[config.mk]
export PLATFORM = sky130hd
export DESIGN_NAME = hazard_unit
export DESIGN_NICKNAME = d
export VERILOG_FILES = /design/src/rtl/hazard_unit.sv
export SDC_FILE = /design/constraint.sdc
export NUM_CORES = 1
export LEC_CHECK = 0
export BUFFER_PORTS_ARGS = -buffer_cell sky130_fd_sc_hd__buf_2
export CAP_MARGIN = 10
export CORE_AREA = 2 2 39 41
export DETAILED_ROUTE_END_ITERATION = 12
export DIE_AREA = 0 0 41 43
export PLACE_DENSITY_LB_ADDON = 0.2
export SYNTH_ARGS = -nofsm -noshare
export SYNTH_HDL_FRONTEND = slang
export SYNTH_SLANG_ARGS = --single-unit
export TNS_END_PERCENT = 5
[constraint.sdc]
create_clock -name vclk -period 3
set_input_delay 0.6 -clock vclk [all_inputs]
set_output_delay 0.6 -clock vclk [all_outputs]
set_load 0.02 [all_outputs]
[src/rtl/hazard_unit.sv]
// Pipeline hazard unit: load-use stall, taken-branch flush, and an optional
// long-latency (multiply) scoreboard enabled by defining HAZARD_UNIT_LONGOP_EN.
// Control outputs are combinational so a stall takes effect in the cycle the
// hazard is seen. During reset they are forced to the free-running values.
module hazard_unit #(
    parameter int unsigned LONG_LAT = 4
) (
    input  logic       clk,
    input  logic       rst_n,
    input  logic [3:0] IF_ID_RegisterRS,
    input  logic [3:0] IF_ID_RegisterRT,
    input  logic       IF_ID_IsLongOp,
    input  logic       ID_EX_MemRead,
    input  logic [3:0] ID_EX_RegisterRT,
    input  logic       LongOpStart,
    input  logic [3:0] LongOpDest,
    input  logic       BranchTaken,
    output logic       PCWrite,
    output logic       IF_ID_Write,
    output logic       IF_ID_Flush,
    output logic       ID_EX_Flush,
    output logic       LongBusy,
    output logic       LongDone,
    output logic       ProtoErr
);

    localparam int unsigned RegW = 4;
    localparam int unsigned CntW = 4;
    localparam logic [CntW-1:0] LoadCnt = CntW'(LONG_LAT - 1);

    logic loadUseHazard;
    logic longStall;
    logic stall;
    logic branchFlush;

    // Load in EX whose (non-zero) destination feeds the instruction in ID
    assign loadUseHazard = ID_EX_MemRead
                        && (ID_EX_RegisterRT != RegW'(0))
                        && ((ID_EX_RegisterRT == IF_ID_RegisterRS)
                         || (ID_EX_RegisterRT == IF_ID_RegisterRT));

`ifdef HAZARD_UNIT_LONGOP_EN
    typedef enum logic {
        IDLE = 1'b0,
        BUSY = 1'b1
    } stateT;

    stateT           state;
    stateT           stateNext;
    logic [CntW-1:0] cnt;
    logic [CntW-1:0] cntNext;
    logic [RegW-1:0] pDest;
    logic [RegW-1:0] pDestNext;
    logic            protoErrQ;
    logic            protoErrNext;
    logic            longDoneC;

    // Long-op state register; reset abandons any op in flight
    always_ff @(posedge clk or negedge rst_n) begin
        if (!rst_n) begin
            state     <= IDLE;
            cnt       <= '0;
            pDest     <= '0;
            protoErrQ <= 1'b0;
        end else begin
            state     <= stateNext;
            cnt       <= cntNext;
            pDest     <= pDestNext;
            protoErrQ <= protoErrNext;
        end
    end

    // Long-op next state, completion pulse and dependency stall
    always_comb begin
        stateNext    = state;
        cntNext      = cnt;
        pDestNext    = pDest;
        protoErrNext = protoErrQ;
        longDoneC    = 1'b0;
        longStall    = 1'b0;
        case (state)
            IDLE: begin
                if (LongOpStart) begin
                    stateNext = BUSY;
                    cntNext   = LoadCnt;
                    pDestNext = LongOpDest;
                end
            end
            BUSY: begin
                cntNext = cnt - CntW'(1);
                // A second start while busy is dropped and flagged
                if (LongOpStart) begin
                    protoErrNext = 1'b1;
                end
                if (cnt == CntW'(1)) begin
                    // Result is forwarded this cycle, so no stall
                    longDoneC = 1'b1;
                    stateNext = IDLE;
                end else begin
                    longStall = ((pDest != RegW'(0))
                                 && ((pDest == IF_ID_RegisterRS)
                                  || (pDest == IF_ID_RegisterRT)))
                             || IF_ID_IsLongOp;
                end
            end
            default: begin
                stateNext = IDLE;
            end
        endcase
    end

    assign LongBusy = (state == BUSY);
    assign LongDone = longDoneC;
    assign ProtoErr = protoErrQ;
`else
    logic unusedLongOpInputs;

    // Long-op inputs have no effect when the scoreboard is compiled out
    assign unusedLongOpInputs = ^{clk, IF_ID_IsLongOp, LongOpStart, LongOpDest, LoadCnt};
    assign longStall = 1'b0;
    assign LongBusy  = 1'b0;
    assign LongDone  = 1'b0;
    assign ProtoErr  = 1'b0;
`endif

    // Branch flush overrides any stall; reset forces free-running controls
    assign stall       = rst_n && (loadUseHazard || longStall);
    assign branchFlush = rst_n && BranchTaken;

    assign PCWrite     = branchFlush || !stall;
    assign IF_ID_Write = branchFlush || !stall;
    assign IF_ID_Flush = branchFlush;
    assign ID_EX_Flush = branchFlush || stall;

endmodule

==> results of run 1 <==
## per-layer routing
metal / wire (um) / part of all wire, % / global-route usage (%) / vias up
li1: - / - / - / 99
met4: 0 / 0 / 0 / 0
met2: 93 / 27 / 5.63 / 22
met1: 161 / 47 / 6.96 / 62
met3: 91 / 26 / 0.524 / 0
met5: 0 / 0 / 0 / -
## path summary, 6_finish.rpt
check                     end  slack, ps  depth (start not counted)
setup / recovery  ID_EX_Flush        660                          6
hold / removal    IF_ID_Flush       1540                          4
## cells in the final DEF, fill, tap and decap left out, drive strengths merged
master / synthesis / layout
or4: 1 / 1
nand2: 2 / 2
xnor2: 8 / 8
or2: 1 / 1
inv: 1 / 1
nand4: 2 / 2
nand3: 1 / 1
buf: 4 / 19
conb: 1 / 3
a21oi: 1 / 1
## where the power goes
part / leakage [nW] / internal [mW] / switching, mW
combinational: 0.119 / 0.0172 / 0.0172
sequential: 0 / 0 / 0
clock: 0 / 0 / 0
## worst min-delay path: stages
cell and delay, ps:
buf_2 80, nand2_1 50, inv_1 60, buf_2 150
## cells by family (layout without fill, tap and decap cells)
family,count (synthesis),count (layout)
AOI/OAI and AO/OA,1,1
xor gates and xnor gates,8,8
buffers and inverters,5,20
other,1,3
and+or+nand+nor,7,7
## per-stage QoR
stage	cells	hold WS (ps)	total power [mW]	utilization, %
floorplan	24	1350	0.0225	-
global placement	55	1540	0.0352	17.6
detailed placement	55	1540	0.0348	17.6
CTS	55	1540	0.0349	17.6
global route	55	1590	0.0384	17.6
finish	55	1540	0.0344	17.6
## synthesized netlist by cell type
cell type,n,area share (%)
xnor2_1,8,46
buf_4,4,20
nand2_1,2,5.0
nand4_1,2,8.3
a21oi_1,1,3.3
conb_1,1,2.5
inv_1,1,2.5
nand3_1,1,3.3
or2_1,1,4.1
or4_1,1,5.0
## final cells by class
cell class | count | area (um2)
fill | 163 | 1140
multi-input combinational | 19 | 125
timing repair buffer | 19 | 95.1
tap | 16 | 20.0
inverter | 1 | 3.75
==> summary.md, run 1 <==
| Metric | Value |
|---|---|
| Status | completed |
| Critical Path Start | ID_EX_RegisterRT[3] |
| Library cells used by synthesis | 10 |
| Final setup fails | 0 |
| Total GRT Usage | under 10% |
| Worst EP arrival | roughly 1700 ps |
| IO Count | 29 |
| Adder-Cell Fraction of Synth Area | 0% |
| Period utilization | a little under 80% |
| Largest net degree at the start of global routing | 4 |
| RSZ-0062 raised after global routing | no |
| Via count | ~180 |
| Critical Path RT | between 2000 and 2500 ps |
| Area of the mapped netlist | ~150 um2 |
| Cell row count | 14 |
| Final weighted congestion in routability-driven placement | 0.578 |
| Vias in the first global route | 139 |
| Global-route wire length before repair | about 550 um |
| Crit Path Class | input pin to output pin |
| VDD IR max | between 0.00004 and 0.00005 V |
| CTS Hold Bufs | 0 |
| Syn Area/Cell | between 6 and 7 um2 |
| Layout cell share with drive strength beyond 1 | 48.7% |
| Fmax | 0.427 GHz |
| Worst min-delay path category | input pin to output pin |
| Cells after synthesis | 22 |
| CTS resizes | 0 |
| Seq/Total Area, Yosys | 0% |
| I/O Buffers | 19 |
| MaxCap Viol Count | 0 |
| Via-to-Cell Ratio | 3.33 |
| Clkbuf count | 0 |
| GRT overflow | 0 |
| Initial antenna violation count | 0 |
| CP Buf/Inv Count | 2 |
| Cell family with most CP delay | simple AND/OR/NAND/NOR gates |
| Chip Width | 41 um |
| Remaining DRCs | 0 |
| Yosys warning total | 0 |
| Post-route cell area | approximately 240 um2 |
| LEAKAGE | around 0.12 nW |
| Setup crit start kind | input pin |
| Final Hold Vio Count | 0 |
| First-pass detailed-route iteration total | 1 |
| Cell area after placement | approximately 240 um2 |
| Largest family of logic cells by synthesized area | XOR/XNOR gates |
| WL per Instance | 6.29 um |
| Post-CTS Setup Inserts | 0 |
| Post-Synth Simple-Gate Area | roughly 26% |
| Worst-path fanout max | 3 |
| Synth Area in XOR/XNOR | a little under half |
| # nets final | 63 |
| Synth Area in Compound Gates | under 10% |
| Core area | between 0.001 and 0.0015 mm2 |
| CP max stage delay | 520 ps |
| Worst-path cell chain | buf_2 -> or4_1 -> nand3_1 -> a21oi_1 -> or2_1 -> buf_2 |
| Starting Density | 10.9% |
| CP endpoint kind | output pin |
| Post-route setup slack | 656 ps |
| Final Max Tran Viols | 0 |
| DRT iter0 DRCs | 0 |
| CP max-delay cell | or4_1 |
| Seq_cells | 0 |
| Fin Setup TNS | 0 ps |
| Crit-path most repeated cell | buf_2 |
| Pwr Density | roughly 140 mW/mm2 |
| Syn-to-layout area delta | 61.2% |
| Die area | approximately 0.0018 mm2 |
| Die Y-Extent | 43 um |
| WL final | ~350 um |
| DP Worst Slack | roughly 650 ps |
| Period minus WS final | about 2300 ps |
| Hold path startpoint | BranchTaken |
| N_diodes | 0 |
| Multiplexer share of the synthesized area | 0% |
| Total area of sequential cells | 0 um2 |
| Number of routed nets with antenna violations | 0 |
(Power assumes the default switching activity.)
==> run 2: changes to the inputs <==
clock period = 1.9 ns   (was 3 ns; I/O delays follow)
==> run 2 against run 1 <==
  * Global-route usage rose by 0.50 points
  * Routed wire length rose by 18%
  * Cell count rose by 5.5%
  * Flip-flop and latch count did not move
  * First-iteration DRC count rose by 2
  * Die area did not move
  * Sequential share of layout area did not move
  * Non-clock buffer count rose by 3
  * Critical path depth did not move
  * Final area rose by 19%
  * Highest routed layer unchanged
==> summary.md, run 2 (synthesis results as in run 1) <==
| Metric | Value |
|---|---|
| DP Worst Slack | 6.28 ps (was 645 ps) |
| Status | completed (unchanged) |
| Clkbuf count | 0 (unchanged) |
| Setup crit start kind | input pin (unchanged) |
| DRT iter0 DRCs | 2 (was 0) |
| Cell area after placement | 267 um2 (was 244 um2) |
| Worst min-delay path category | input pin to output pin (unchanged) |
| Total GRT Usage | 4.60% (was 4.10%) |
| Min Hold Slack | 1100 ps (was 1540 ps) |
| Most common cell after layout, fill and taps aside | buf_2 (unchanged) |
| Cell family with most CP delay | simple AND/OR/NAND/NOR gates (unchanged) |
| Final weighted congestion in routability-driven placement | 0.570 (was 0.578) |
| CTS Hold Bufs | 0 (unchanged) |
| Syn-to-layout area delta | 92.6% (was 61.2%) |
| Most frequent cells in the layout | buf_2, xnor2_1, conb_1, buf_4 (was buf_2, xnor2_1, conb_1) |
| Via count | 196 (was 183) |
| Hold path startpoint | BranchTaken (unchanged) |
| N_diodes | 0 (unchanged) |
| CP max-delay cell | or4_4 (was or4_1) |
| First-pass detailed-route iteration total | 2 (was 1) |
| Worst-path fanout max | 2 (was 3) |
| CTS resizes | 0 (unchanged) |
| Post-route cell area | 292 um2 (was 244 um2) |
| Fin util | 21.1% (was 17.6%) |
| # nets final | 66 (was 63) |
| Crit Path Class | input pin to output pin (unchanged) |
| CP Buf/Inv Count | 2 (unchanged) |
| I/O Buffers | 19 (unchanged) |
| Global-route wire length before repair | 593 um (was 552 um) |
| Period utilization | 97.4% |
| MaxCap Viol Count | 0 (unchanged) |
| Fmax | between 0.5 and 0.6 GHz |
| Crit-path most repeated cell | buf_6 (was buf_2) |
| Cell row count | 14 (unchanged) |
| Fin Setup TNS | 0 ps (unchanged) |
| Post-CTS Setup Inserts | 0 (unchanged) |
| Hold Path Stages | 4 (unchanged) |
| Starting Density | 10.9% (unchanged) |
| Vias in the first global route | 158 (was 139) |
| Area of the multi-input gates | 138 um2 (was 125 um2) |
| Die area | 0.00176 mm2 (unchanged) |
| Layout Cells excl Fill | 58 (was 55) |
| Layout cell share with drive strength beyond 1 | 59.5% (was 48.7%) |
| Core area | 0.00138 mm2 (unchanged) |
| GRT overflow | 0 (unchanged) |
| Chip Width | 41 um (unchanged) |
| FILL cells | 154 (was 163) |
| CP max stage delay | 520 ps (about the same) |
| Overall power | 65.0 uW (was 34.4 uW) |
| LEAKAGE | 0.140 nW (was 0.119 nW) |
| Final Hold Vio Count | 0 (unchanged) |
| VDD IR max | 0.0000565 V (was 0.0000432 V) |
| Placed Cells | 58 (was 55) |
| Die Y-Extent | 43 um (unchanged) |
| RSZ-0062 raised after global routing | no (unchanged) |
| Period minus WS final | 1850 ps |
| Total area of sequential cells | 0 um2 (unchanged) |
| Initial antenna violation count | 0 (unchanged) |
| Largest net degree at the start of global routing | 4 (unchanged) |
| WL per Instance | 7.07 um (was 6.29 um) |
| Worst-path cell chain | buf_6 -> or4_4 -> nand3_2 -> a21oi_2 -> or2_1 -> buf_6 (was buf_2 -> or4_1 -> nand3_1 -> a21oi_1 -> or2_1 -> buf_2) |
| Final Max Tran Viols | 0 (unchanged) |
| Via-to-Cell Ratio | 3.38 (was 3.33) |
| Worst EP arrival | 1470 ps (was 1740 ps) |
| Remaining DRCs | 0 (unchanged) |
| WL final | 410 um (was 346 um) |
| IO Count | 29 (unchanged) |
| Number of routed nets with antenna violations | 0 (unchanged) |
| Post-route setup slack | 50.2 ps (was 656 ps) |
| Hold EP | IF_ID_Flush (unchanged) |
| Critical Path RT | 1520 ps (was 2400 ps) |
| Pwr Density | 223 mW/mm2 (was 141 mW/mm2) |
| Final setup fails | 0 (unchanged) |
| CP endpoint kind | output pin (unchanged) |
| Seq_cells | 0 (unchanged) |
[run 2: how the worst max path moves through the flow]
stage	start	to	cells after the start
after floorplan	ID_EX_RegisterRT[3]	PCWrite	5
after global placement	ID_EX_RegisterRT[3]	ID_EX_Flush	6
after detailed placement	ID_EX_RegisterRT[3]	ID_EX_Flush	6
after CTS	ID_EX_RegisterRT[3]	ID_EX_Flush	6
after global routing	ID_EX_RegisterRT[2]	ID_EX_Flush	6
final	ID_EX_RegisterRT[0]	ID_EX_Flush	6
[run 2: worst min-delay path, cell delays in order]
cell	delay [ps]
buf_2	70
nand2_1	50
inv_1	60
buf_2	150
[run 2: layout make-up]
cell class	count	share of cell area, %
Timing Repair Buffer	22	44.6
Multi-Input combinational cell	19	47.2
Inverter	1	1.29
Tap cell	16	6.87
[run 2: layer usage]
| metal | up-vias | GRT usage, % | part of all wire, % |
|---|---|---|---|
| li1 | 105 | - | - |
| met2 | 22 | 7.19 | 37 |
| met1 | 69 | 6.96 | 44 |
| met4 | 0 | 0 | 0 |
| met3 | 0 | 0.524 | 19 |
| met5 | - | 0 | 0 |
[run 2: report_power, final]
part           internal [mW]  switching (mW)
clock                      0               0
combinational         0.0351          0.0299
sequential                 0               0
total                 0.0351          0.0299
==> run 3: changes to the inputs <==
==> constraint.sdc (replaced) <==
create_clock -name vclk -period 1.9
set_input_delay 0.38 -clock vclk [all_inputs]
set_output_delay 0.38 -clock vclk [all_outputs]
set_load 0.01 [all_outputs]
==> run 3 against run 2 <==
  * Clock-buffer cell count did not move
  * Sequential share of layout area did not move
  * Routed wire length rose by 4.4%
  * Flip-flop and latch count did not move
  * Combinational power fell by 11%
  * Critical path depth did not move
  * Hold slack got worse by 31 ps
  * Utilization fell by 0.45 points
  * Global-route usage rose by 0.30 points
  * Setup slack improved by 9.9 ps
  * Via count rose by 5.6%
  * Die area did not move
  * Critical path type unchanged
==> summary.md, run 3 (synthesis results as in run 1) <==
| Metric | Value |
|---|---|
| I/O Buffers | 19 (unchanged) |
| LEAKAGE | 0.139 nW (was 0.140 nW) |
| RSZ-0062 raised after global routing | no (unchanged) |
| CP max-delay cell | or4_4 (unchanged) |
| Starting Density | 10.9% (unchanged) |
| Core area | 0.00138 mm2 (unchanged) |
| Pwr Density | 202 mW/mm2 (was 223 mW/mm2) |
| GRT overflow | 0 (unchanged) |
| WL per Instance | 7.38 um (was 7.07 um) |
| Fmax | 0.544 GHz (was 0.541 GHz) |
| First-pass detailed-route iteration total | 1 (was 2) |
| Final Max Tran Viols | 0 (unchanged) |
| WL final | 428 um (was 410 um) |
| Syn-to-layout area delta | 88.4% (was 92.6%) |
| # nets final | 66 (unchanged) |
| CP Buf/Inv Count | 2 (unchanged) |
| Period utilization | 96.8% (was 97.4%) |
| Worst EP arrival | 1460 ps (was 1470 ps) |
| Largest net degree at the start of global routing | 4 (unchanged) |
| DP HPWL | roughly 430 um |
| CTS Hold Bufs | 0 (unchanged) |
| Vias in the first global route | 173 (was 158) |
| CTS resizes | 0 (unchanged) |
| Fin util | 20.6% (was 21.1%) |
| Final setup fails | 0 (unchanged) |
| Die area | 0.00176 mm2 (unchanged) |
| Crit Path Class | input pin to output pin (unchanged) |
| Critical Path RT | 1520 ps (about the same) |
| Post-route setup slack | 60.2 ps (was 50.2 ps) |
| Number of routed nets with antenna violations | 0 (unchanged) |
| Initial antenna violation count | 0 (unchanged) |
| Crit-path most repeated cell | buf_2 (was buf_6) |
| Worst-path fanout max | 2 (unchanged) |
| Layout cell share with drive strength beyond 1 | 59.5% (unchanged) |
| Period minus WS final | 1840 ps (was 1850 ps) |
| Die Y-Extent | 43 um (unchanged) |
| Worst-path cell chain | buf_2 -> or4_4 -> nand3_2 -> a21oi_2 -> or2_1 -> buf_2 (was buf_6 -> or4_4 -> nand3_2 -> a21oi_2 -> or2_1 -> buf_6) |
| Cell row count | 14 (unchanged) |
| Fin Setup TNS | 0 ps (unchanged) |
| Most frequent cells in the layout | buf_2, xnor2_1, conb_1, buf_4 (unchanged) |
| Setup crit start kind | input pin (unchanged) |
| DP Worst Slack | 6.38 ps (was 6.28 ps) |
| Min Hold Slack | 1070 ps (was 1100 ps) |
| MaxCap Viol Count | 0 (unchanged) |
| Final Hold Vio Count | 0 (unchanged) |
| Clkbuf count | 0 (unchanged) |
| Total area of sequential cells | 0 um2 (unchanged) |
| Most common cell after layout, fill and taps aside | buf_2 (unchanged) |
| Chip Width | 41 um (unchanged) |
| Post-CTS Setup Inserts | 0 (unchanged) |
| Worst min-delay path category | input pin to output pin (unchanged) |
| CP max stage delay | 510 ps (was 520 ps) |
| Remaining DRCs | 0 (unchanged) |
| Seq_cells | 0 (unchanged) |
| Final weighted congestion in routability-driven placement | 0.589 (was 0.570) |
| Total GRT Usage | 4.90% (was 4.60%) |
| Via-to-Cell Ratio | 3.57 (was 3.38) |
| Cell family with most CP delay | simple AND/OR/NAND/NOR gates (unchanged) |
| Status | completed (unchanged) |
| IO Count | 29 (unchanged) |
| Post-route cell area | 285 um2 (was 292 um2) |
| Via count | 207 (was 196) |
| Cell area after placement | 267 um2 (unchanged) |
| DRT iter0 DRCs | 0 (was 2) |
| Global-route wire length before repair | 634 um (was 593 um) |
| N_diodes | 0 (unchanged) |
| VDD IR max | 0.0000499 V (was 0.0000565 V) |
| CP endpoint kind | output pin (unchanged) |
==> run 3: final cells by class <==
cell class	instances	area, um2
fill	162	1100
inverter	1	3.75
multi-input combinational	19	138
tap	16	20.0
timing repair buffer	22	124
==> run 3: path summary, 6_finish.rpt <==
check                 from     endpoint  slack (ps)  cells past startpoint
max    ID_EX_RegisterRT[2]  ID_EX_Flush          60                      6
min            BranchTaken  IF_ID_Flush        1070                      4
==> run 3: report_power, final <==
group | total (mW) | internal, mW | switching [mW] | leakage, nW
combinational | 0.0577 | 0.0332 | 0.0244 | 0.139
clock | 0 | 0 | 0 | 0
sequential | 0 | 0 | 0 | 0
==> run 3: layer usage <==
layer | up-vias | GRT usage, % | wire length (um) | share of wire (%)
met3 | 0 | 0 | 74 | 17
met1 | 80 | 7.91 | 186 | 43
met5 | - | 0 | 0 | 0
met2 | 22 | 7.50 | 168 | 39
met4 | 0 | 0 | 0 | 0
li1 | 105 | - | - | -
==> run 3: through the flow <==
stage / std cells / power (mW)
6_report: 58 / 0.0577
2_1_floorplan: 24 / 0.0299
5_1_grt: 58 / 0.0649
4_1_cts: 58 / 0.0552
3_5_place_dp: 58 / 0.0551
3_3_place_gp: 58 / 0.0550
